==> config.mk <==
export PLATFORM = sky130hd
export DESIGN_NAME = branch_resolve_queue
export DESIGN_NICKNAME = d
export VERILOG_FILES = /design/src/rtl/branch_resolve_queue.sv
export SDC_FILE = /design/constraint.sdc
export NUM_CORES = 1
export LEC_CHECK = 0
export ABC_AREA = 1
export BUFFER_PORTS_ARGS = -buffer_cell sky130_fd_sc_hd__buf_4
export CORE_AREA = 2 2 125 127
export DETAILED_ROUTE_END_ITERATION = 10
export DIE_AREA = 0 0 127 129
export GPL_ROUTABILITY_DRIVEN = 0
export MAX_ROUTING_LAYER = met4
export PLACE_DENSITY_LB_ADDON = 0.1
export REMOVE_ABC_BUFFERS = 1
export SYNTH_ARGS = -nofsm -noshare
export SYNTH_HDL_FRONTEND = slang
export SYNTH_SLANG_ARGS = --single-unit
==> constraint.sdc <==
create_clock -name clk -period 2.7 [get_ports clk]
set_clock_uncertainty 0.1 [all_clocks]
set_input_delay 0.54 -clock clk [delete_from_list [all_inputs] [get_ports clk]]
set_output_delay 0.54 -clock clk [all_outputs]
set_load 0.1 [all_outputs]
==> src/rtl/branch_resolve_queue.sv <==
// In-order queue pairing BHT predictions with branch outcomes.
// Trains the BHT on resolve and flushes wrong-path entries on a mispredict.
module branch_resolve_queue #(
    parameter int DEPTH = 8,
    parameter int PC_W  = 9,
    parameter int CNT_W = 32
) (
    input  logic                       clk,
    input  logic                       reset,
    input  logic                       pred_valid,
    input  logic [PC_W-1:0]            pred_pc,
    input  logic                       pred_bit,
    output logic                       pred_ready,
    input  logic                       res_valid,
    input  logic                       res_taken,
    output logic                       upd_valid,
    output logic [PC_W-1:0]            upd_pc,
    output logic                       upd_taken,
    output logic                       mispredict,
    output logic [$clog2(DEPTH):0]     occupancy,
    output logic [CNT_W-1:0]           total_cnt,
    output logic [CNT_W-1:0]           correct_cnt,
    output logic                       err
);

    localparam int AW = $clog2(DEPTH);
    localparam logic [AW:0] FULL = AW'(0) + (AW+1)'(DEPTH);
    localparam logic [CNT_W-1:0] CNT_MAX = '1;

    logic [PC_W-1:0] mem_pc [DEPTH];
    logic            mem_pb [DEPTH];
    logic [AW-1:0]   wr_ptr;
    logic [AW-1:0]   rd_ptr;
    logic [AW:0]     occ;

    logic            empty;
    logic            pop;
    logic            mis;
    logic            push;
    logic [PC_W-1:0] head_pc;
    logic            head_pb;
    logic            bad;

    assign empty      = (occ == '0);
    assign pred_ready = (occ != FULL);
    assign occupancy  = occ;
    assign head_pc    = mem_pc[rd_ptr];
    assign head_pb    = mem_pb[rd_ptr];
    assign pop        = res_valid && !empty;
    assign mis        = pop && (head_pb != res_taken);
    // A same-cycle push behind a mispredict is on the wrong path.
    assign push       = pred_valid && pred_ready && !mis;
    assign bad        = (pred_valid && !pred_ready) || (res_valid && empty);

    always_ff @(posedge clk) begin
        if (push) begin
            mem_pc[wr_ptr] <= pred_pc;
            mem_pb[wr_ptr] <= pred_bit;
        end
    end

    always_ff @(posedge clk or negedge reset) begin
        if (!reset) begin
            wr_ptr <= '0;
            rd_ptr <= '0;
            occ    <= '0;
        end else if (mis) begin
            rd_ptr <= rd_ptr + 1'b1;
            wr_ptr <= rd_ptr + 1'b1;
            occ    <= '0;
        end else begin
            if (push)
                wr_ptr <= wr_ptr + 1'b1;
            if (pop)
                rd_ptr <= rd_ptr + 1'b1;
            case ({push, pop})
                2'b10:   occ <= occ + 1'b1;
                2'b01:   occ <= occ - 1'b1;
                default: occ <= occ;
            endcase
        end
    end

    always_ff @(posedge clk or negedge reset) begin
        if (!reset) begin
            upd_valid  <= 1'b0;
            upd_pc     <= '0;
            upd_taken  <= 1'b0;
            mispredict <= 1'b0;
        end else begin
            upd_valid  <= pop;
            mispredict <= mis;
            if (pop) begin
                upd_pc    <= head_pc;
                upd_taken <= res_taken;
            end
        end
    end

    always_ff @(posedge clk or negedge reset) begin
        if (!reset) begin
            total_cnt   <= '0;
            correct_cnt <= '0;
            err         <= 1'b0;
        end else begin
            if (pop && total_cnt != CNT_MAX)
                total_cnt <= total_cnt + 1'b1;
            if (pop && !mis && correct_cnt != CNT_MAX)
                correct_cnt <= correct_cnt + 1'b1;
            if (bad)
                err <= 1'b1;
        end
    end

endmodule

# Word level (Yosys, flattened, before mapping)
# Memories as Yosys holds them, arrays and structs flattened. A register that Yosys moved wholly into a read port is not among the register bits.
# Cells that the tools add are included.
# word_totals
reg_bits,78
ramBits,80
inputBits,15
out_inout_bits,82
wordCells,49
memories,2
# mem_list
memory,depth,word_bits,read_ports,rd_clocked_by_memory_dff,wr,line,rtl
mem_pc,8,9,1,1,1,30,logic [PC_W-1:0] mem_pc [DEPTH];
mem_pb,8,1,1,0,1,31,logic mem_pb [DEPTH];
# op_classes
addsub,6
eq_ne,6
muxes,8
reduce_logical,18
# op_table
cell,n
$add A32 B1 Y32 const B,2
$ne A32 B32 Y1 const B,2
$mux W3,4
$logic_and A1 B1 Y1,9
$pmux W4 S2,1
$add A3 B1 Y3 const B,2
$add A4 B1 Y4 const B,1
$logic_not A1 Y1,4
$logic_not A4 Y1,1
$mux W4,1
$ne A4 B4 Y1 const B,1
$reduce_bool A2 Y1,2
$sub A4 B1 Y4 const B,1
$reduce_bool A3 Y1,1
$eq A2 B1 Y1 const B,1
$eq A2 B2 Y1 const B,1
$mux W1,2
$logic_or A1 B1 Y1,1
$ne A1 B1 Y1,1

# Depth between registers and ports, before layout
# Gate-level depths: netlist of run 1.
# logic_depth
depth_word,9
mapped_depth,19
depth_no_buf,17

# Worst setup path before layout of run 1
# Ideal clock, no wire load.
# synth_timing
path_kind,register to register
start,reg occ[2] (netlist: occupancy[2])
end,mem mem_pb[0] (enable)
setup_time_ps,376
t_arrival_ps,3207
t_required_ps,2224
path_slack_ps,-983
stages_incl_launch_ff,8
n_path_buf,0
period_less_slack_ps,3683
path_cell_list,dfrtp_1 > inv_1 > nand3_1 > nand2_1 > inv_1 > nand2_1 > or2_1 > nor2_1
# synth_between
elab_cells_between_ends,10
cone_classes,eq/ne: 1; mux: 2; reduce/logical: 7
# synth_rtl
element,line,rtl
"start, declared",34,logic [AW:0] occ;
"start signal, assigned",77,2'b10: occ <= occ + 1'b1;
"start signal, assigned",78,2'b01: occ <= occ - 1'b1;
$ne A4 B4 Y1,45,assign pred_ready = (occ != FULL);
named net pred_ready,13,"output logic pred_ready,"
$logic_and A1 B1 Y1 (2 in series),52,assign push = pred_valid && pred_ready && !mis;
$mux W1,56,if (push) begin
$mux W1 (not written as such),58,mem_pb[wr_ptr] <= pred_bit;
"end, declared",31,
# The timed path passes the listed nets, and every way through them passes these cells.

# Worst setup path in the final report of run 1
# layout_timing
start,reg rd_ptr[1]
end,mem mem_pc[2][6] (enable)
# layout_between
elab_chain_cells,7
# layout_lines
element,line,rtl
"start, declared",33,logic [AW-1:0] rd_ptr;
"start signal, assigned",68,rd_ptr <= rd_ptr + 1'b1;
"start signal, assigned",75,rd_ptr <= rd_ptr + 1'b1;
$mem_v2 Z8 W1,-,
$ne A1 B1 Y1,50,assign mis = pop && (head_pb != res_taken);
$logic_and A1 B1 Y1,50,
named net mis,38,logic mis;
$logic_not A1 Y1,52,
$logic_and A1 B1 Y1,52,
$mux W1,56,
$mux W1 (not written as such),57,mem_pc[wr_ptr] <= pred_pc;
"end, declared",30,
# The timed path passes the listed nets, and every way through them passes these cells.

==> impl_metrics.toml, run 1 <==
[routing]
drt_wl_total_um = 16800
routed_via_density = 5.36
drc_errors = 0
dr.pass1.iters = 5
vias = 5750
drt_iter0_drc = 377
antenna_left = 0
wl_per_cell_um = 15.7

[synth]
synth_edf_count = 80
postSynthCellCount = 755
yosysSeqAreaShare = 0.594
synth_adder_area_share = 0.00974
yosys_warnings = 0
synth_top_family_by_area = "simple AND/OR/NAND/NOR gates"
syn_avg_cell_area_um2 = 10.2
synth_xor_area_frac = 0.0727
synth_flop_cell = "dfrtp_1"
yosys_register_bits = 167
muxShareOfSynthArea = 0
netlist_area_mm2 = 0.00771
synth_compound_gate_area_share = 0.0683
async_flop_share = 0.521
synth_simple_gate_area_frac = 0.208
synthDistinctLibCells = 42

[clocking]
tritoncts = "yes"
clk_latency_ns = 0.42
cts_max_path_buffers = 2
h-tree-depth = 4
clock_sinks = 167
cts_made_buffers = 17
ctsRootBufferMaster = "clkbuf_16"
clkTransAtPathRegs_ns = 0.07

[sta]
min_period_ns = 2.43
worstMarginPinSlew_ns = 0.497
setup_tns_ns = 0
post-route-period-util = 0.899
fmax_mhz = 412
fin_hold_ws_ns = 0.256
maxSlewHeadroom = 0.665
rsz0062_at_grt = "false"
slew_violations = 0
final_hold_viol_count = 0
setup_viol = 0

[placement]
numPortBuffers = 96
dp.final_hpwl_um = 11900
placed_cells = 1039

[finish]
final_net_count = 893
drive_gt1_frac = 0.202
antenna_cells = 0
final_common_cell = "nand2_1"
final_cell_mix = "nand2_1, buf_4, dfrtp_1, nor2_1, edfxtp_1"
final_cells = 1073
area_growth_pct = 20.9

[run_status]
outcome = "finished clean"

[worst_setup_path]
startpoint = "rd_ptr[1]"
cp-start-kind = "flip-flop"
rr_endpoint = "mem_pc[2][6]"
reg2reg_from = "rd_ptr[1]"
worst_ep_required_time_ns = 2.72
end_kind = "flip-flop"
worst-path-max-fanout = 10
path_class = "reg2reg"
r2r_slack_ns = 0.27
endpoint = "mem_pc[2][6]"
r2r_cells = 13
arrival_ns = 2.45

[floorplanning]
core-area_mm2 = 0.0150
pin_count = 97
die-area_mm2 = 0.0164
die_y_um = 129
initial_utilization = 0.515
rows = 45
die_w_um = 127

[power]
fin_total_pwr_w = 0.0100
power_density_mw_per_mm2 = 1080
irDropWorstVdd_uv = 602
leakagePower_nw = 4.18

[global_route]
grt_pass1_wl_um = 27700
gr-total-overflow = 0
track_usage = 0.223
grt_pass1_vias = 5617
grt_start_max_net_pins = 61
antenna_found_initial = 0

[worst_hold_path]
worstHoldPathCells = 1
hold_path.class = "in2reg"

[job]
drv_cap = 0
-- cells in the mapped netlist (2+ instances only) --
library cell / n / area (um^2)
o211ai_1: 10 / 75.1
inv_1: 65 / 244
clkbuf_1: 16 / 60.1
o221ai_1: 10 / 87.6
o22ai_1: 9 / 56.3
nand4_4: 2 / 42.5
buf_6: 2 / 22.5
nand2_1: 157 / 589
nor2_1: 86 / 323
nor3_1: 23 / 115
nor3b_1: 2 / 15.0
dfrtp_1: 87 / 2180
nor2_4: 2 / 22.5
xnor2_1: 18 / 158
nand2_2: 5 / 31.3
nand4_1: 17 / 106
inv_6: 2 / 17.5
nand3_1: 24 / 120
nor4_1: 8 / 50.1
nand2_4: 5 / 56.3
edfxtp_1: 80 / 2400
ha_1: 6 / 75.1
o21ai_1: 3 / 15.0
a21oi_1: 2 / 10.0
inv_2: 2 / 7.51
nand3_2: 2 / 20.0
nor2_2: 5 / 31.3
xor2_1: 46 / 403
o21ai_0: 46 / 230
-- area by class of cell --
type / instances / area, um^2
fillers: 1230 / 5660
clock buffers: 17 / 425
well taps: 188 / 235
repair buffers: 117 / 893
clock inverters: 15 / 140
flip-flops and latches: 167 / 4580
inverters: 70 / 275
multi-input cells: 499 / 2770
-- worst min path at each step --
stage	from	endpoint	slack (ns)
after detailed placement	upd_pc[1]	upd_pc[1]	0.39
final	pred_pc[3]	mem_pc[1][3]	0.26
after floorplan	reset	correct_cnt[0]	0.14
after global routing	pred_pc[4]	mem_pc[6][4]	0.24
after global placement	err	err	0.36
after CTS	pred_pc[3]	mem_pc[3][3]	0.23
-- what timing repair did --
item	4_1_cts	5_1_grt
endpoints found under the setup margin	0	2
gates resized for setup	0	1
hold buffers	1	0
setup buffers	0	1
hold endpoints to repair	27	0
-- metal layers --
layer | part of all wire | vias to the layer above | routed length, um | GRT usage
li1 | - | 2776 | - | -
met1 | 0.45 | 2764 | 7480 | 0.290
met2 | 0.49 | 181 | 8220 | 0.355
met3 | 0.045 | 29 | 763 | 0.0412
met4 | 0.020 | 0 | 340 | 0.0795
met5 | 0 | - | 0 | -
-- through the flow --
step / util / instance area (um^2) / worst slack [ns]
finish: 0.622 / 9320 / 0.274
CTS: 0.621 / 9310 / 0.245
global placement: 0.583 / 8730 / 0.305
detailed placement: 0.583 / 8730 / 0.269
global route: 0.622 / 9320 / 0.0416
floorplan: - / 7620 / -0.983
-- where the power goes --
group / total [W] / switching [W] / internal, W
logic: 0.00426 / 0.00323 / 0.00103
clock network: 0.00232 / 0.00103 / 0.00129
registers: 0.00345 / 0.000329 / 0.00312
-- state kept, by name, summed over array words and instances (netlist names), 3 cells and up --
name / count
mem_pc: 72
correct_cnt: 32
total_cnt: 32
upd_pc: 9
mem_pb: 8
occupancy: 4
rd_ptr: 3
wr_ptr: 3
-- critical path: stages, from the launching register on --
cell	delay (ns)
dfrtp_1	0.37
inv_1	0.25
nand3_1	0.12
nand2_1	0.08
nand2_1	0.09
nand2_2	0.10
nand2_2	0.06
nand2_4	0.10
nor2_2	0.08
inv_2	0.10
nand2_1	0.06
or2_1	0.27
nor2_1	0.12
buf_4	0.21
-- logic make-up (layout without fill, tap and decap cells) --
kind of cell / Yosys count / in the layout
flip-flops: 167 / 167
AO/OA/AOI/OAI: 84 / 84
AND/OR/NAND/NOR: 345 / 345
adder cells (fa/ha/maj): 6 / 6
buffers and inverters: 89 / 219
XOR/XNOR: 64 / 64
No activity file was read; power rests on OpenSTA's default activity.
==> inputs of run 2 (changes only) <==
Settings changed: RECOVER_POWER set to 25.
==> impl_metrics.toml, run 2 (synthesized netlist as in run 1, its figures left out) <==
[finish]
largest_reg_flops = 72
final_cells = 1073
final_cell_mix = "nand2_1, buf_4, dfrtp_1, nor2_1, edfxtp_1"
area_growth_pct = 20.3
drive_gt1_frac = 0.190
final_net_count = 893
reg_top3 = "mem_pc x72, correct_cnt x32, total_cnt x32"
largest-register = "mem_pc"
antenna_cells = 0
fin_area_mm2 = 0.00928
final_common_cell = "nand2_1"

[floorplanning]
initial_utilization = 0.515
core-area_mm2 = 0.0150
die-area_mm2 = 0.0164
die_w_um = 127
rows = 45
pin_count = 97
die_y_um = 129

[routing]
antenna_left = 0
dr.pass1.iters = 6
vias = 5725
routed_via_density = 5.34
drc_errors = 0
wl_per_cell_um = 15.7
drt_wl_total_um = 16800
drt_iter0_drc = 394

[worst_setup_path]
r2r_cells = 13
worst_ep_required_time_ns = 2.72
endpoint = "mem_pc[4][3]"
end_kind = "flip-flop"
cpPeakStageDelay_ns = 0.37
crit_top_cell = "nand2_1"
r2r_slack_ns = 0.27
startpoint = "rd_ptr[1]"
arrival_ns = 2.45
rr_endpoint = "mem_pc[4][3]"
path_class = "reg2reg"
reg2reg_from = "rd_ptr[1]"
cp-start-kind = "flip-flop"
path_cells = "inv_1 > nand3_1 > nand2_1 > nand2_1 > nand2_2 > nand2_2 > nand2_4 > nor2_2 > inv_2 > nand2_1 > or2_1 > nor2_1 > buf_4"
worst-path-max-fanout = 10
cp_slowest_cell = "dfrtp_1"

[global_route]
track_usage = 0.223
gr-total-overflow = 0
grt_pass1_wl_um = 27700
grt_start_max_net_pins = 61
grt_pass1_vias = 5617
antenna_found_initial = 0

[power]
leakagePower_nw = 4.14
irDropWorstVdd_uv = 599
power_density_mw_per_mm2 = 1080

[placement]
placed_area_mm2 = 0.00873
numPortBuffers = 96
placed_cells = 1039
dp.final_hpwl_um = 11900

[run_status]
outcome = "complete, but fails checks"
violations = "max-capacitance violations, max-slew violations"

[sta]
maxSlewHeadroom = -0.122
slew_violations = 28
fin_hold_ws_ns = 0.348
min_period_ns = 2.43
setup_viol = 0
rsz0062_at_grt = "false"
post-route-period-util = 0.900
final_hold_viol_count = 0
worstMarginPinSlew_ns = 1.68
fmax_mhz = 412

[clocking]
h-tree-depth = 4
cts_made_buffers = 17
cts_max_path_buffers = 2
clkTransAtPathRegs_ns = 0.06
ctsRootBufferMaster = "clkbuf_16"
tritoncts = "yes"
clock_sinks = 167
clk_latency_ns = 0.42

[worst_hold_path]
hold_path.class = "in2reg"

[job]
drv_cap = 1
-- run 2: changes by cell type in the layout (fill, tap and decap cells not counted), sizes merged --
cell and delta:
clkbuf +11, buf -11
-- run 2: where the power goes --
| part | total (W) | internal, W | switching [W] | leakage, nW |
|---|---|---|---|---|
| registers | 0.00345 | 0.00312 | 0.000328 | 1.82 |
| clock network | 0.00232 | 0.00129 | 0.00103 | 0.277 |
| logic | 0.00425 | 0.00102 | 0.00323 | 2.05 |
| total | 0.0100 | 0.00543 | 0.00458 | 4.14 |
-- run 2: cell type report --
class | count | area [um^2]
Sequential cell | 167 | 4580
Fill cell | 1245 | 5700
Clock buffer | 17 | 425
Multi-Input combinational cell | 499 | 2770
Clock inverter | 15 | 140
Tap cell | 188 | 235
Timing Repair Buffer | 117 | 852
Inverter | 70 | 275
-- run 2: repair_timing --
item	in CTS	in global routing
hold endpoints to repair	27	0
buffers inserted	0	1
hold buffers	1	0
resized for setup	0	1
setup endpoints to repair	0	2
-- run 2: worst min path at each step --
stage / cells past startpoint / slack [ns] / start / endpoint
after floorplan: 0 / 0.14 / reset / correct_cnt[0]
after global placement: 2 / 0.36 / err / err
after detailed placement: 2 / 0.39 / upd_pc[1] / upd_pc[1]
after CTS: 1 / 0.23 / pred_pc[3] / mem_pc[3][3]
after global routing: 3 / 0.34 / pred_valid / err
final: 3 / 0.35 / pred_valid / err
-- run 2: stage by stage --
stage	util	TNS, ns	power (W)	setup slack, ns
2_1_floorplan	-	-79.30	0.00661	-0.983
3_3_place_gp	0.583	0	0.00767	0.305
3_5_place_dp	0.583	0	0.00775	0.269
4_1_cts	0.621	0	0.0101	0.245
5_1_grt	0.619	0	0.0106	0.0416
6_report	0.619	0	0.0100	0.270
-- run 2: routing by layer --
layer	routed length [um]	track usage	vias to the layer above
li1	-	-	2773
met1	7540	0.290	2749
met2	8200	0.355	171
met3	758	0.0412	32
met4	337	0.0795	0
met5	0	-	-
-- run 2: critical path: cells and delay by family, from the launching register on --
kind / cells / cell delay [ns]
and+or+nand+nor: 10 / 1.08
buffers and inverters: 3 / 0.56
DFF: 1 / 0.37
==> inputs of run 3 (changes only) <==
Settings changed: CORE_AREA 2 2 125 127 to 2 2 119 121, DIE_AREA 0 0 127 129 to 0 0 121 123, PLACE_DENSITY set to 0.79, PLACE_DENSITY_LB_ADDON 0.1 to unset, REMOVE_ABC_BUFFERS 1 to unset.
Clock period 2.7 ns to 2.4 ns, I/O delays scaled along.
==> impl_metrics.toml, run 3 (synthesized netlist as in run 1, its figures left out) <==
[power]
irDropWorstVdd_uv = 854
power_density_mw_per_mm2 = 1240
power.switching_w = 0.00539
power_frac_seq = 0.332
leakagePower_nw = 4.17
p_comb_frac = 0.431
internal_power_w = 0.00656
p_clk_frac = 0.236
sw_frac_of_total = 0.451

[floorplanning]
die_w_um = 121
die_y_um = 123
die-area_mm2 = 0.0149
rows = 43
initial_utilization = 0.566
pin_count = 97
core-area_mm2 = 0.0136

[global_route]
gr-total-overflow = 0
grt_pass1_vias = 5751
antenna_found_initial = 0
grt_pass1_wl_um = 28200
track_usage = 0.253
grt_start_max_net_pins = 35

[finish]
largest_reg_flops = 72
final_core_utilization = 0.706
largest-register = "mem_pc"
final_common_cell = "nand2_1"
n_fill_cell = 967
final_net_count = 904
drive_gt1_frac = 0.281
antenna_cells = 0
fin_area_mm2 = 0.00961
final_cell_mix = "nand2_1, buf_4, edfxtp_1, nor2_1, inv_1"
area_growth_pct = 24.7
reg_top3 = "mem_pc x72, correct_cnt x32, total_cnt x32"

[placement]
placed_area_mm2 = 0.00890
numPortBuffers = 96
dp.final_hpwl_um = 12300

[worst_setup_path]
path_buf_inv = 3
path_cells = "inv_4 > nand2_1 > nand3_2 > nand2_1 > nand2_2 > nand2_2 > nand2_2 > nand2_4 > buf_6 > a21oi_4 > nand2_2 > nand2_1 > inv_1 > ha_2 > a21oi_2 > xor2_1 > o21ai_1"
end_kind = "flip-flop"
cpPeakStageDelay_ns = 0.48
path_class = "reg2reg"
cp_slowest_cell = "dfrtp_2"
cp_top_family = "simple AND/OR/NAND/NOR gates"
worst_ep_required_time_ns = 2.61
cp-start-kind = "flip-flop"
crit_top_cell = "nand2_2"
arrival_ns = 2.55
worst-path-max-fanout = 8

[sta]
final_hold_viol_count = 0
fin_hold_ws_ns = 0.278
post-route-period-util = 0.974
fmax_mhz = 428
rsz0062_at_grt = "true"
min_period_ns = 2.34
maxSlewHeadroom = 0.511
worstMarginPinSlew_ns = 0.734
setup_viol = 0
slew_violations = 0

[routing]
antenna_left = 0
drt_wl_total_um = 17600
drc_errors = 0
routed_via_density = 5.52
dr.pass1.iters = 5
vias = 5940
drt_iter0_drc = 523
wl_per_cell_um = 16.4

[run_status]
outcome = "finished clean"

[synth]
syn-num-nets = 776

[clocking]
clk_latency_ns = 0.43
h-tree-depth = 4
clkTransAtPathRegs_ns = 0.07
cts_max_path_buffers = 2
tritoncts = "yes"
cts_made_buffers = 17
ctsRootBufferMaster = "clkbuf_16"
clock_sinks = 167

[job]
drv_cap = 0

[worst_hold_path]
hold_path.class = "in2reg"
[run 3: stage by stage]
stage / power [W] / instances / setup slack (ns) / TNS (ns)
global placement: 0.00880 / 1036 / 0.110 / 0
floorplan: 0.00769 / 755 / -0.0704 / -1.48
global route: 0.0125 / 1076 / -0.0929 / -1.66
detailed placement: 0.00894 / 1036 / -0.0433 / -0.962
finish: 0.0119 / 1076 / 0.0624 / 0
CTS: 0.0118 / 1071 / 0.00942 / 0
[run 3: final timing paths]
kind	startpoint	endpoint	slack, ns	cells after the start
worst max register to register	rd_ptr[0]	occupancy[2]	0.06	17
worst min register to register	upd_pc[8]	upd_pc[8]	0.38	2
min in group asynchronous	reset	total_cnt[16]	0.54	2
worst max-delay path	rd_ptr[0]	occupancy[2]	0.06	17
worst min-delay path	pred_valid	err	0.28	3
max in group asynchronous	reset	correct_cnt[16]	0.83	3
[run 3: power groups by stage]
stage | registers [W] | logic [W] | clock network [W]
after global placement | 0.00397 | 0.00482 | 0
after CTS | 0.00395 | 0.00500 | 0.00286
final | 0.00397 | 0.00515 | 0.00282
after global routing | 0.00403 | 0.00548 | 0.00299
after detailed placement | 0.00400 | 0.00494 | 0
after floorplan | 0.00576 | 0.00193 | 0
[run 3: tightest hold or removal path: cells and delay by family]
family	cells	cell delay, ns
AOI/OAI and AO/OA	1	0.15
buffers and inverters	2	0.13
[run 3: final cells by class]
class / count / area [um^2] / area share
Clock inverter: 15 / 189 / 0.0197
Timing Repair Buffer: 127 / 957 / 0.0996
Inverter: 70 / 278 / 0.0289
Tap cell: 180 / 225 / 0.0234
Sequential cell: 167 / 4650 / 0.484
Multi-Input combinational cell: 500 / 2890 / 0.300
Clock buffer: 17 / 425 / 0.0443
[run 3: per-layer routing]
metal / wire [um] / track usage / vias to the layer above
met5: 0 / - / -
met2: 8690 / 0.399 / 250
met1: 7480 / 0.329 / 2857
met3: 1060 / 0.0434 / 38
met4: 364 / 0.102 / 0
li1: - / - / 2795
[run 3: timing repair]
action                     4_1_cts  5_1_grt
gates cloned                     0        1
gates resized for setup          3       18
setup endpoints to repair       42       87
hold endpoints to repair        28        0
pin swaps                        1       12
hold buffers                     1        0
buffers inserted                 2        4
